<file path="src/rtl/shunt_fringe_ctrl_if.sv">
`default_nettype none
// ============================================================================
//  Module      : shunt_fringe_ctrl_if
//  Description : Local put/get request bus and single-beat TX/RX link frame
//                streams of one split-design partition. Signal suffixes are
//                seen from the engine side (slave modport).
//  Revision    : 1.0 - initial release
// ============================================================================
interface shunt_fringe_ctrl_if #(
    parameter int DATA_W = 9,
    parameter int ID_W   = 2
);
    localparam int c_frame_w = 2 + ID_W + DATA_W;

    // Local put request (payload towards a remote slot)
    logic                 put_req_i;
    logic [ID_W-1:0]      put_sig_i;
    logic                 put_type_i;
    logic [DATA_W-1:0]    put_data_i;
    logic                 put_busy_o;
    logic                 put_done_o;
    logic                 put_err_o;

    // Local get request (latest payload of a local slot)
    logic                 get_req_i;
    logic [ID_W-1:0]      get_sig_i;
    logic                 get_ack_o;
    logic                 get_ok_o;
    logic [DATA_W-1:0]    get_data_o;

    // Link frames {eos, type, sig, data}
    logic                 tx_valid_o;
    logic                 tx_ready_i;
    logic [c_frame_w-1:0] tx_data_o;
    logic                 rx_valid_i;
    logic [c_frame_w-1:0] rx_data_i;

    // Requester / link-partner side
    modport master (
        output put_req_i, put_sig_i, put_type_i, put_data_i,
        input  put_busy_o, put_done_o, put_err_o,
        output get_req_i, get_sig_i,
        input  get_ack_o, get_ok_o, get_data_o,
        input  tx_valid_o, tx_data_o,
        output tx_ready_i,
        output rx_valid_i, rx_data_i
    );

    // Transaction engine side
    modport slave (
        input  put_req_i, put_sig_i, put_type_i, put_data_i,
        output put_busy_o, put_done_o, put_err_o,
        input  get_req_i, get_sig_i,
        output get_ack_o, get_ok_o, get_data_o,
        output tx_valid_o, tx_data_o,
        input  tx_ready_i,
        input  rx_valid_i, rx_data_i
    );
endinterface
`default_nettype wire

</file>
<file path="src/rtl/shunt_fringe_ctrl.sv">
`default_nettype none
// ============================================================================
//  Module      : shunt_fringe_ctrl
//  Description : Transaction engine for one partition of a co-simulated split
//                design. Sends put payloads and end-of-simulation over a TX
//                frame stream, stores RX payloads in a per-slot table served
//                by local gets, and freezes the mission clock while a get
//                finds no fresh data (guarded by a watchdog).
//  Revision    : 1.0 - initial release
// ============================================================================
module shunt_fringe_ctrl #(
    parameter int DATA_W   = 9,
    parameter int N_SIG    = 4,
    parameter int ID_W     = 2,
    parameter int WDOG_MAX = 10000,
    parameter int TIME_W   = 32
) (
    input  logic                clk_i,
    input  logic                rst_ni,
    shunt_fringe_ctrl_if.slave  bus,
    input  logic                eos_i,
    output logic                freeze_o,
    output logic                wdog_err_o,
    output logic                rx_err_o,
    output logic [1:0]          status_o,
    output logic [TIME_W-1:0]   time_o
);

    localparam int c_frame_w = 2 + ID_W + DATA_W;
    localparam int c_idx_w   = (N_SIG > 1) ? $clog2(N_SIG) : 1;
    localparam int c_wdog_w  = $clog2(WDOG_MAX + 1);

    // Slot ids are compared one bit wider so N_SIG = 2**ID_W is representable
    localparam logic [ID_W:0]          c_n_sig      = (ID_W + 1)'(N_SIG);
    localparam logic [c_wdog_w-1:0]    c_wdog_max   = c_wdog_w'(WDOG_MAX);
    localparam logic [c_wdog_w-1:0]    c_wdog_last  = c_wdog_w'(WDOG_MAX - 1);
    localparam logic [c_frame_w-1:0]   c_eos_frame  = {1'b1, {(c_frame_w - 1){1'b0}}};
    localparam logic [TIME_W-1:0]      c_time_max   = {TIME_W{1'b1}};

    localparam logic [1:0] c_st_inactive = 2'd0;
    localparam logic [1:0] c_st_active   = 2'd1;
    localparam logic [1:0] c_st_eos_pend = 2'd2;
    localparam logic [1:0] c_st_done     = 2'd3;

    typedef enum logic [1:0] {
        TX_IDLE = 2'd0,
        TX_PUT  = 2'd1,
        TX_EOS  = 2'd2,
        TX_DONE = 2'd3
    } tx_state_e;

    // ------------------------------------------------------------------
    // Registers
    // ------------------------------------------------------------------
    tx_state_e              r_tx_state;
    logic [c_frame_w-1:0]   r_frame;
    logic                   r_put_done;
    logic                   r_put_err;
    logic                   r_eos_pend;
    logic                   r_active;
    logic [TIME_W-1:0]      r_time;

    logic [DATA_W-1:0]      r_payload [N_SIG];
    logic                   r_valid   [N_SIG];

    logic                   r_get_ack;
    logic                   r_get_ok;
    logic [DATA_W-1:0]      r_get_data;
    logic                   r_freeze;
    logic [c_wdog_w-1:0]    r_wdog_cnt;
    logic                   r_wdog_err;
    logic                   r_rx_err;

    // ------------------------------------------------------------------
    // Combinational decode
    // ------------------------------------------------------------------
    tx_state_e              w_tx_next;
    logic                   w_put_fire;

    logic                   w_rx_eos;
    logic [ID_W-1:0]        w_rx_sig;
    logic [DATA_W-1:0]      w_rx_data;
    logic [c_idx_w-1:0]     w_rx_idx;
    logic                   w_rx_in_range;
    logic                   w_rx_eos_hit;
    logic                   w_rx_wr;

    logic                   w_put_in_range;
    logic                   w_put_accept;
    logic                   w_put_reject;

    logic [c_idx_w-1:0]     w_get_idx;
    logic                   w_get_in_range;
    logic                   w_get_hit;
    logic [DATA_W-1:0]      w_get_rdata;

    assign w_rx_eos      = bus.rx_data_i[c_frame_w-1];
    assign w_rx_sig      = bus.rx_data_i[DATA_W +: ID_W];
    assign w_rx_data     = bus.rx_data_i[DATA_W-1:0];
    assign w_rx_idx      = w_rx_sig[c_idx_w-1:0];
    assign w_rx_in_range = ({1'b0, w_rx_sig} < c_n_sig);
    assign w_rx_eos_hit  = bus.rx_valid_i && w_rx_eos;
    assign w_rx_wr       = bus.rx_valid_i && !w_rx_eos && w_rx_in_range;

    // A put is taken only from IDLE, before any EOS is pending, and not in
    // the cycle a peer EOS tears the link down.
    assign w_put_in_range = ({1'b0, bus.put_sig_i} < c_n_sig);
    assign w_put_accept   = bus.put_req_i && (r_tx_state == TX_IDLE) && !r_eos_pend
                            && w_put_in_range && !w_rx_eos_hit;
    assign w_put_reject   = bus.put_req_i && !w_put_accept;

    assign w_get_idx      = bus.get_sig_i[c_idx_w-1:0];
    assign w_get_in_range = ({1'b0, bus.get_sig_i} < c_n_sig);
    assign w_get_hit      = w_get_in_range && r_valid[w_get_idx];
    assign w_get_rdata    = w_get_in_range ? r_payload[w_get_idx] : '0;

    // ------------------------------------------------------------------
    // TX frame FSM
    // ------------------------------------------------------------------

    // TX state register; reset drops tx_valid_o without waiting for a clock
    always_ff @(posedge clk_i or negedge rst_ni) begin
        if (!rst_ni) begin
            r_tx_state <= TX_IDLE;
        end else begin
            r_tx_state <= w_tx_next;
        end
    end

    // TX next state: put handshake, then EOS frame once pending, peer EOS overrides all
    always_comb begin
        w_tx_next  = r_tx_state;
        w_put_fire = 1'b0;
        case (r_tx_state)
            TX_IDLE: begin
                if (w_put_accept) begin
                    w_tx_next = TX_PUT;
                end else if (r_eos_pend) begin
                    w_tx_next = TX_EOS;
                end
            end
            TX_PUT: begin
                if (bus.tx_ready_i) begin
                    w_put_fire = 1'b1;
                    w_tx_next  = (r_eos_pend || eos_i) ? TX_EOS : TX_IDLE;
                end
            end
            TX_EOS: begin
                if (bus.tx_ready_i) begin
                    w_tx_next = TX_DONE;
                end
            end
            default: begin
                w_tx_next = TX_DONE;
            end
        endcase
        if (w_rx_eos_hit) begin
            w_tx_next  = TX_DONE;
            w_put_fire = 1'b0;
        end
    end

    // Put frame latch, put completion/rejection pulses and EOS bookkeeping
    always_ff @(posedge clk_i or negedge rst_ni) begin
        if (!rst_ni) begin
            r_frame    <= '0;
            r_put_done <= 1'b0;
            r_put_err  <= 1'b0;
            r_eos_pend <= 1'b0;
            r_active   <= 1'b0;
        end else begin
            if (w_put_accept) begin
                r_frame <= {1'b0, bus.put_type_i, bus.put_sig_i, bus.put_data_i};
            end
            r_put_done <= w_put_fire;
            r_put_err  <= w_put_reject;
            if (eos_i) begin
                r_eos_pend <= 1'b1;
            end
            r_active <= 1'b1;
        end
    end

    // Saturating cycle counter
    always_ff @(posedge clk_i or negedge rst_ni) begin
        if (!rst_ni) begin
            r_time <= '0;
        end else if (r_time != c_time_max) begin
            r_time <= r_time + TIME_W'(1);
        end
    end

    // ------------------------------------------------------------------
    // Slot table and get path
    // ------------------------------------------------------------------

    // Slot table: an RX write of a slot wins over the clear caused by a
    // successful get of the same slot in the same cycle
    always_ff @(posedge clk_i or negedge rst_ni) begin
        if (!rst_ni) begin
            for (int i = 0; i < N_SIG; i++) begin
                r_payload[i] <= '0;
                r_valid[i]   <= 1'b0;
            end
        end else begin
            for (int i = 0; i < N_SIG; i++) begin
                if (w_rx_wr && (w_rx_idx == c_idx_w'(i))) begin
                    r_payload[i] <= w_rx_data;
                    r_valid[i]   <= 1'b1;
                end else if (bus.get_req_i && w_get_hit && (w_get_idx == c_idx_w'(i))) begin
                    r_valid[i] <= 1'b0;
                end
            end
        end
    end

    // Get response: one-cycle latency, result held until the next ack;
    // freeze follows the freshness of the latest answer
    always_ff @(posedge clk_i or negedge rst_ni) begin
        if (!rst_ni) begin
            r_get_ack  <= 1'b0;
            r_get_ok   <= 1'b0;
            r_get_data <= '0;
            r_freeze   <= 1'b0;
        end else begin
            r_get_ack <= bus.get_req_i;
            if (bus.get_req_i) begin
                r_get_ok   <= w_get_hit;
                r_get_data <= w_get_rdata;
                r_freeze   <= !w_get_hit;
            end
        end
    end

    // Watchdog over consecutive frozen cycles; the error is sticky
    always_ff @(posedge clk_i or negedge rst_ni) begin
        if (!rst_ni) begin
            r_wdog_cnt <= '0;
            r_wdog_err <= 1'b0;
        end else begin
            if (!r_freeze) begin
                r_wdog_cnt <= '0;
            end else if (r_wdog_cnt != c_wdog_max) begin
                r_wdog_cnt <= r_wdog_cnt + c_wdog_w'(1);
            end
            if (r_freeze && (r_wdog_cnt >= c_wdog_last)) begin
                r_wdog_err <= 1'b1;
            end
        end
    end

    // Out-of-range RX data frames are dropped and flagged
    always_ff @(posedge clk_i or negedge rst_ni) begin
        if (!rst_ni) begin
            r_rx_err <= 1'b0;
        end else begin
            r_rx_err <= bus.rx_valid_i && !w_rx_eos && !w_rx_in_range;
        end
    end

    // Status: DONE dominates a pending EOS, which dominates plain activity
    always_comb begin
        status_o = c_st_inactive;
        if (r_tx_state == TX_DONE) begin
            status_o = c_st_done;
        end else if (r_eos_pend) begin
            status_o = c_st_eos_pend;
        end else if (r_active) begin
            status_o = c_st_active;
        end
    end

    // ------------------------------------------------------------------
    // Outputs
    // ------------------------------------------------------------------
    assign bus.put_busy_o = (r_tx_state == TX_PUT);
    assign bus.put_done_o = r_put_done;
    assign bus.put_err_o  = r_put_err;
    assign bus.get_ack_o  = r_get_ack;
    assign bus.get_ok_o   = r_get_ok;
    assign bus.get_data_o = r_get_data;
    assign bus.tx_valid_o = (r_tx_state == TX_PUT) || (r_tx_state == TX_EOS);
    assign bus.tx_data_o  = (r_tx_state == TX_EOS) ? c_eos_frame : r_frame;

    assign freeze_o   = r_freeze;
    assign wdog_err_o = r_wdog_err;
    assign rx_err_o   = r_rx_err;
    assign time_o     = r_time;

endmodule
`default_nettype wire

</file>
<file path="src/flat_wrapper.sv">
// flat-port wrapper written by rule: the top's interface ports become plain ports
module shunt_fringe_ctrl_flat 
#(
    parameter int DATA_W   = 9,
    parameter int N_SIG    = 4,
    parameter int ID_W     = 2,
    parameter int WDOG_MAX = 10000,
    parameter int TIME_W   = 32
)
  (clk_i, rst_ni, eos_i, freeze_o, wdog_err_o, rx_err_o, status_o, time_o, bus_put_req_i, bus_put_sig_i, bus_put_type_i, bus_put_data_i, bus_put_busy_o, bus_put_done_o, bus_put_err_o, bus_get_req_i, bus_get_sig_i, bus_get_ack_o, bus_get_ok_o, bus_get_data_o, bus_tx_valid_o, bus_tx_data_o, bus_tx_ready_i, bus_rx_valid_i, bus_rx_data_i);
  shunt_fringe_ctrl_if #(.DATA_W(DATA_W), .ID_W(ID_W)) bus_i ();
  input  logic clk_i;
  input  logic rst_ni;
  input  logic eos_i;
  output logic freeze_o;
  output logic wdog_err_o;
  output logic rx_err_o;
  output logic [1:0] status_o;
  output logic [TIME_W-1:0] time_o;
  input wire logic [$bits(bus_i.put_req_i)-1:0] bus_put_req_i;
  input wire logic [$bits(bus_i.put_sig_i)-1:0] bus_put_sig_i;
  input wire logic [$bits(bus_i.put_type_i)-1:0] bus_put_type_i;
  input wire logic [$bits(bus_i.put_data_i)-1:0] bus_put_data_i;
  output wire logic [$bits(bus_i.put_busy_o)-1:0] bus_put_busy_o;
  output wire logic [$bits(bus_i.put_done_o)-1:0] bus_put_done_o;
  output wire logic [$bits(bus_i.put_err_o)-1:0] bus_put_err_o;
  input wire logic [$bits(bus_i.get_req_i)-1:0] bus_get_req_i;
  input wire logic [$bits(bus_i.get_sig_i)-1:0] bus_get_sig_i;
  output wire logic [$bits(bus_i.get_ack_o)-1:0] bus_get_ack_o;
  output wire logic [$bits(bus_i.get_ok_o)-1:0] bus_get_ok_o;
  output wire logic [$bits(bus_i.get_data_o)-1:0] bus_get_data_o;
  output wire logic [$bits(bus_i.tx_valid_o)-1:0] bus_tx_valid_o;
  output wire logic [$bits(bus_i.tx_data_o)-1:0] bus_tx_data_o;
  input wire logic [$bits(bus_i.tx_ready_i)-1:0] bus_tx_ready_i;
  input wire logic [$bits(bus_i.rx_valid_i)-1:0] bus_rx_valid_i;
  input wire logic [$bits(bus_i.rx_data_i)-1:0] bus_rx_data_i;
  assign bus_i.put_req_i = bus_put_req_i;
  assign bus_i.put_sig_i = bus_put_sig_i;
  assign bus_i.put_type_i = bus_put_type_i;
  assign bus_i.put_data_i = bus_put_data_i;
  assign bus_put_busy_o = bus_i.put_busy_o;
  assign bus_put_done_o = bus_i.put_done_o;
  assign bus_put_err_o = bus_i.put_err_o;
  assign bus_i.get_req_i = bus_get_req_i;
  assign bus_i.get_sig_i = bus_get_sig_i;
  assign bus_get_ack_o = bus_i.get_ack_o;
  assign bus_get_ok_o = bus_i.get_ok_o;
  assign bus_get_data_o = bus_i.get_data_o;
  assign bus_tx_valid_o = bus_i.tx_valid_o;
  assign bus_tx_data_o = bus_i.tx_data_o;
  assign bus_i.tx_ready_i = bus_tx_ready_i;
  assign bus_i.rx_valid_i = bus_rx_valid_i;
  assign bus_i.rx_data_i = bus_rx_data_i;
  shunt_fringe_ctrl #(.DATA_W(DATA_W), .N_SIG(N_SIG), .ID_W(ID_W), .WDOG_MAX(WDOG_MAX), .TIME_W(TIME_W)) u_core (.clk_i(clk_i), .rst_ni(rst_ni), .bus(bus_i), .eos_i(eos_i), .freeze_o(freeze_o), .wdog_err_o(wdog_err_o), .rx_err_o(rx_err_o), .status_o(status_o), .time_o(time_o));
endmodule
</file>
<file path="config.mk">
export PLATFORM = sky130hd
export DESIGN_NAME = shunt_fringe_ctrl_flat
export DESIGN_NICKNAME = d
export VERILOG_FILES = /design/src/rtl/shunt_fringe_ctrl_if.sv /design/src/rtl/shunt_fringe_ctrl.sv /design/src/flat_wrapper.sv
export SDC_FILE = /design/constraint.sdc
export NUM_CORES = 1
export LEC_CHECK = 0
export BUFFER_PORTS_ARGS = -buffer_cell sky130_fd_sc_hd__buf_2
export CAP_MARGIN = 30
export CORE_ASPECT_RATIO = 1.4
export CORE_UTILIZATION = 32
export DETAILED_ROUTE_END_ITERATION = 8
export PLACE_DENSITY = 0.62
export SYNTH_ARGS = -nofsm -noshare
export SYNTH_HDL_FRONTEND = slang
export SYNTH_SLANG_ARGS = --single-unit
</file>
<file path="constraint.sdc">
create_clock -name clk_i -period 2.5 [get_ports clk_i]
set_input_delay 0 -clock clk_i [delete_from_list [all_inputs] [get_ports clk_i]]
set_output_delay 0 -clock clk_i [all_outputs]
set_load 0.02 [all_outputs]
</file>
==> results of run 1 <==
area by class of cell:
| class | instances | area (sq um) | share of cell area [%] |
|---|---|---|---|
| clock buffers | 17 | 425.4 | 5.932 |
| clock inverters | 15 | 249.0 | 3.472 |
| inverters | 8 | 30.03 | 0.4187 |
| multi-input cells | 301 | 2465 | 34.37 |
| flip-flops and latches | 117 | 2928 | 40.82 |
| well taps | 203 | 254.0 | 3.542 |
| repair buffers | 130 | 820.8 | 11.44 |
what timing repair did:
action                                  4_1_cts  5_1_grt
hold buffers                                 28        0
buffers inserted                              0        0
endpoints found under the setup margin        0        0
hold endpoints to repair                    103        0
through the flow:
step	util (%)	setup slack, ps	cell area [sq um]	hold WS (ps)	instances
floorplan	-	638.1	5495	-295.6	444
global placement	37.13	542.4	6217	50.45	731
detailed placement	37.13	457.5	6217	72.18	731
CTS	42.83	444.3	7172	3.800	791
global route	42.83	234.6	7172	39.63	791
finish	42.83	447.9	7172	26.63	791
where the power goes:
part	leakage, nW	total, mW	switching, mW	internal (mW)
Clock	0.324	2.78	0.909	1.88
Combinational	1.57	0.640	0.290	0.350
Sequential	1.49	2.27	0.146	2.12
Total	3.39	5.69	1.34	4.35
sequential cells by signal, summed over array words and instances (netlist names):
register,flops
u_core.r_valid,4
u_core.r_active,1
u_core.r_payload,36
u_core.r_frame,12
u_core.bus.get_ok_o,1
u_core.time_o,32
u_core.bus.get_ack_o,1
u_core.freeze_o,1
u_core.bus.get_data_o,9
u_core.r_tx_state,2
u_core.wdog_err_o,1
u_core.bus.put_err_o,1
u_core.bus.put_done_o,1
u_core.r_wdog_cnt,14
u_core.r_eos_pend,1
critical path, delay by kind of cell, from the launching register on:
| kind | cells | cell delay [ps] |
|---|---|---|
| AND/OR/NAND/NOR | 4 | 1150 |
| flip-flops | 1 | 400 |
| adder cells (fa/ha/maj) | 1 | 220 |
| XOR/XNOR | 1 | 150 |
worst paths after layout:
path / endpoint / start
worst min-delay path: u_core.bus.put_done_o / bus_rx_data_i[12]
max in group asynchronous: u_core.time_o[30] / rst_ni
worst max-delay path: u_core.time_o[29] / u_core.time_o[0]
worst min register to register: u_core.wdog_err_o / u_core.wdog_err_o
worst max register to register: u_core.time_o[29] / u_core.time_o[0]
min in group asynchronous: u_core.r_active / rst_ni
synthesized netlist by cell type, types with 2 or more instances:
cell        n  share of area, %
o21ai_0     9              0.82
clkbuf_1   11              0.75
or3b_2      2              0.32
conb_1      2              0.14
nor2_1     11              0.75
nor2b_1    15               1.7
ha_1        7               1.6
inv_1       8              0.55
mux4_2     10               4.1
nor4_1      3              0.34
o21a_1      3              0.41
mux2_2     61                13
and3_1     13               1.5
nand3_1    23               2.1
a31oi_1     3              0.34
a21oi_1     3              0.27
or2_2       3              0.34
nor4_2      2              0.46
nand2b_1    7              0.80
dfrtp_1   117                53
xnor2_1    23               3.7
nand2_1    31               2.1
buf_2       4              0.36
xor2_1     10               1.6
nor4bb_1    2              0.36
nor3_1      5              0.46
and4_1      4              0.64
mux2i_1     3              0.55
buf_6       2              0.41
a21o_1      2              0.27
and2_1     12               1.4
nand4_1    14               1.6
a21boi_0    3              0.41
routing by layer:
| layer | GRT usage, % | vias to the layer above | part of all wire [%] |
|---|---|---|---|
| li1 | - | 1830 | - |
| met1 | 17.00 | 1989 | 41 |
| met2 | 26.84 | 67 | 54 |
| met3 | 3.889 | 28 | 2.5 |
| met4 | 8.190 | 0 | 3.2 |
| met5 | 0 | - | 0 |
cell families (layout without fill, tap and decap cells):
kind of cell | after synthesis | count (layout) | synth area share, %
adder cells (fa/ha/maj) | 7 | 7 | 1.594
other | 2 | 2 | 0.1367
multiplexers | 74 | 74 | 17.14
flip-flops | 117 | 117 | 53.28
XOR/XNOR | 33 | 33 | 5.259
AO/OA/AOI/OAI | 27 | 27 | 3.051
AND/OR/NAND/NOR | 158 | 158 | 17.33
buffers and inverters | 26 | 170 | 2.209
==> run summary, run 1 <==
flop-to-flop setup slack - 450 ps
Clock Latency Late Sink - 420 ps
final setup skew - 13.09 ps
crit path DAT - 2330 ps
number of flops mapped to enable cells by yosys - 0
Worst setup EP type - flip-flop
full die area - 17710 sq um
Cells after Synth - 444
IO Pins - 99
clock buffer depth - 2
Slowest Stage Delay on Critical Path - 490 ps
buffers added on ports - 96
initial drt markers - 168
post-synthesis sequential area ratio - 53.28%
max-slew violations - 0
crit-path cells - ha_1 -> nand4_1 -> nor4_1 -> and4_1 -> nor4_2 -> xor2_1
commonest cells after routing, fill and taps aside - dfrtp_1, buf_2, mux2_2
post-synthesis average cell area - 12.38 sq um
Initial DRT Pass Iterations - 4
Post-Syn Nets - 485
total number of vias - 3914
Row Count - 56
Wirelength per Cell - 15.86 um
FMAX - 487.3 MHz
actual slew at the worst max-slew pin - 695.3 ps
Starting Density - 32.82%
final wirelength - 12550 um
Std-Cell Core Area - 16750 sq um
synthesized area - 5495 sq um
yosys warns - 0
DRC Markers - 0
first-pass GRT wire length - 20870 um
Peak supply drop - 0.0006696 V
number of global-route vias before repair - 4141
Main synth FF type - dfrtp_1
global route overflow - 0
Detailed Place HPWL - 8562 um
Hold Vio Cnt, Final - 0
Power Total - 5.691 mW
Synth async-reset ratio - 100.0%
net count of the finished layout - 616
RSZ-0062 raised after global routing - no
Tcrit/Tclk final - 82.08%
largest net degree at the start of global routing - 69
post-synthesis register bit count - 117
ANT nets after route - 0
crit-path max FO - 7
TritonCTS buffer count - 17
clock-pin slew on the worst setup and hold paths - 50 ps
total track usage - 15.30%
clock sink total - 117
Startpoint Class - flip-flop
routed vias/inst - 4.948
initial antenna violation count - 0
Fill cells - 1536
most common cell after layout, fill and taps aside - dfrtp_1
Resize count post-CTS - 0
placer congestion estimate - 0.7513
Register-to-Register Path Depth - 6
Die Height - 157.1 um
Tmin final - 2052 ps
Synth cell types - 49
Clk Tree Root Cell - clkbuf_16
worst hold path type - in -> reg
cell count of the worst hold path - 3
Required @ worst endpoint - 2780 ps
CTS tree - done
n_diodes - 0
Setup TNS - 0 ps
status - completed
static leakage - 3.391 nW
Worst path slowest cell - and4_1
Die W - 112.8 um
max-cap viol count - 0
WS Path Type - reg -> reg
H-tree level count - 4
final setup vio count - 0
Slew HR - 53.40%
share of cells above drive strength 1 - 37.76%
PwrDens - 793.5 nW/um^2
synth-to-layout area growth - 30.51%
Power figures use the tool's default switching activity.
==> run 2, diff against run 1 <==
PLACE_DENSITY = 0.64   (was 0.62)
clock period = 1.8 ns   (was 2.5 ns; I/O delays follow)
==> run 2 against run 1 <==
  * Sequential power is 39% higher
  * Clock power is 22% higher
  * Sequential share of layout area is 1.3 points lower
  * Routed wire length is 2.1% higher
  * Sequential cell count stayed put
  * Worst setup slack worse by 410 ps
  * Global-route usage is 0.062 points higher
  * First-iteration DRC count is 21% lower
  * Die area stayed put
  * Worst hold slack worse by 14 ps
  * Critical path type unchanged
  * Largest cell class unchanged
  * Largest power group unchanged
==> run summary, run 2 (synthesized netlist as in run 1, its figures left out) <==
status - completed
Largest register FFs - 36
Tmin final - 1758 ps
Clk Tree Root Cell - clkbuf_16
clock-pin slew on the worst setup and hold paths - 60 ps
post-placement cell count - 765
Clock Latency Late Sink - 410 ps
number of global-route vias before repair - 4341
Initial DRT Pass Iterations - 4
total track usage - 15.36%
PwrDens - 1002 nW/um^2
TritonCTS buffer count - 17
Placement Setup Slack - -51.54 ps
full die area - 17710 sq um
Register-to-Register Path Depth - 7
synth-to-layout area growth - 35.06%
FMAX - 568.9 MHz
Power Total - 7.436 mW
Wirelength per Cell - 15.47 um
most common cell after layout, fill and taps aside - dfrtp_1
commonest cells after routing, fill and taps aside - dfrtp_1, buf_2, mux2_2
Fill cells - 1517
Required @ worst endpoint - 2090 ps
Starting Density - 32.82%
routed vias/inst - 4.961
net count of the finished layout - 653
crit-path cells - ha_4 -> nand4_1 -> buf_4 -> nor3_4 -> nand4_4 -> nor2_1 -> mux2_2
max-slew violations - 0
largest net degree at the start of global routing - 52
CP delay by family, top - simple AND/OR/NAND/NOR gates
Startpoint Class - flip-flop
IO Pins - 99
Biggest register - u_core.r_payload
crit path DAT - 2050 ps
DRC Markers - 0
actual slew at the worst max-slew pin - 692.9 ps
Worst setup EP type - flip-flop
final wirelength - 12810 um
final setup skew - 8.308 ps
clock buffer depth - 2
Die W - 112.8 um
Die Height - 157.1 um
share of cells above drive strength 1 - 43.20%
Detailed Place HPWL - 9178 um
Peak supply drop - 0.0006145 V
clock sink total - 117
CTS tree - done
fin cells - 828
n_diodes - 0
Slowest Stage Delay on Critical Path - 390 ps
total number of vias - 4108
placer congestion estimate - 0.7938
buffers added on ports - 96
static leakage - 3.532 nW
global route overflow - 0
WP depth - 7
first-pass GRT wire length - 21250 um
RSZ-0062 raised after global routing - yes
H-tree level count - 4
Worst path slowest cell - dfrtp_2
Row Count - 56
CP Buf/Inv Count - 1
setup ws final - 42.22 ps
ANT nets after route - 0
initial antenna violation count - 0
final setup vio count - 0
worst hold path type - in -> async
WS Path Type - reg -> reg
crit-path max FO - 5
Slew HR - 53.56%
max-cap viol count - 0
Hold Vio Cnt, Final - 0
initial drt markers - 132
Tcrit/Tclk final - 97.65%
Std-Cell Core Area - 16750 sq um
run 2: cell type report:
type                       count  area (sq um)  area share [%]
sequential                   117          2933           39.51
multi-input combinational    301          2507           33.78
timing repair buffer         167          1099           14.80
clock buffer                  19         452.9           6.102
tap                          203         254.0           3.422
clock inverter                13         146.4           1.972
inverter                       8         30.03          0.4046
run 2: worst paths after layout:
kind,from,to,slack [ps]
max in group asynchronous,rst_ni,u_core.r_wdog_cnt[9],1170
max,u_core.time_o[1],u_core.time_o[30],40
min reg2reg,u_core.wdog_err_o,u_core.wdog_err_o,470
min,rst_ni,u_core.time_o[20],10
max reg2reg,u_core.time_o[1],u_core.time_o[30],40
min in group clk_i,bus_rx_data_i[12],u_core.bus.put_done_o,70
run 2: power by group:
| part | internal [mW] | switching [mW] |
|---|---|---|
| clock network | 2.12 | 1.26 |
| registers | 2.95 | 0.205 |
| logic | 0.492 | 0.406 |
| total | 5.56 | 1.88 |
run 2: timing repair:
action	in CTS	in global routing
gates resized for setup	5	5
buffers inserted	2	1
hold buffers	28	0
setup endpoints to repair	4	19
pin swaps	4	3
endpoints found under the hold margin	174	0
run 2: metal layers:
layer	GRT usage, %	part of all wire [%]	vias to the layer above
li1	-	-	1911
met1	16.93	41	2094
met2	27.92	54	77
met3	3.389	2.5	26
met4	7.302	2.7	0
met5	0	0	-
run 2: per-stage QoR:
step           cell area [sq um]  setup TNS, ps  util [%]  hold WS [ps]
2_1_floorplan               5500              0         -        -295.6
3_3_place_gp                6477         -5.940     38.68        -100.0
3_5_place_dp                6477         -62.60     38.68        -99.22
4_1_cts                     7397         -24.90     44.17         10.85
5_1_grt                     7422         -446.1     44.32         17.71
6_report                    7422              0     44.32         12.56
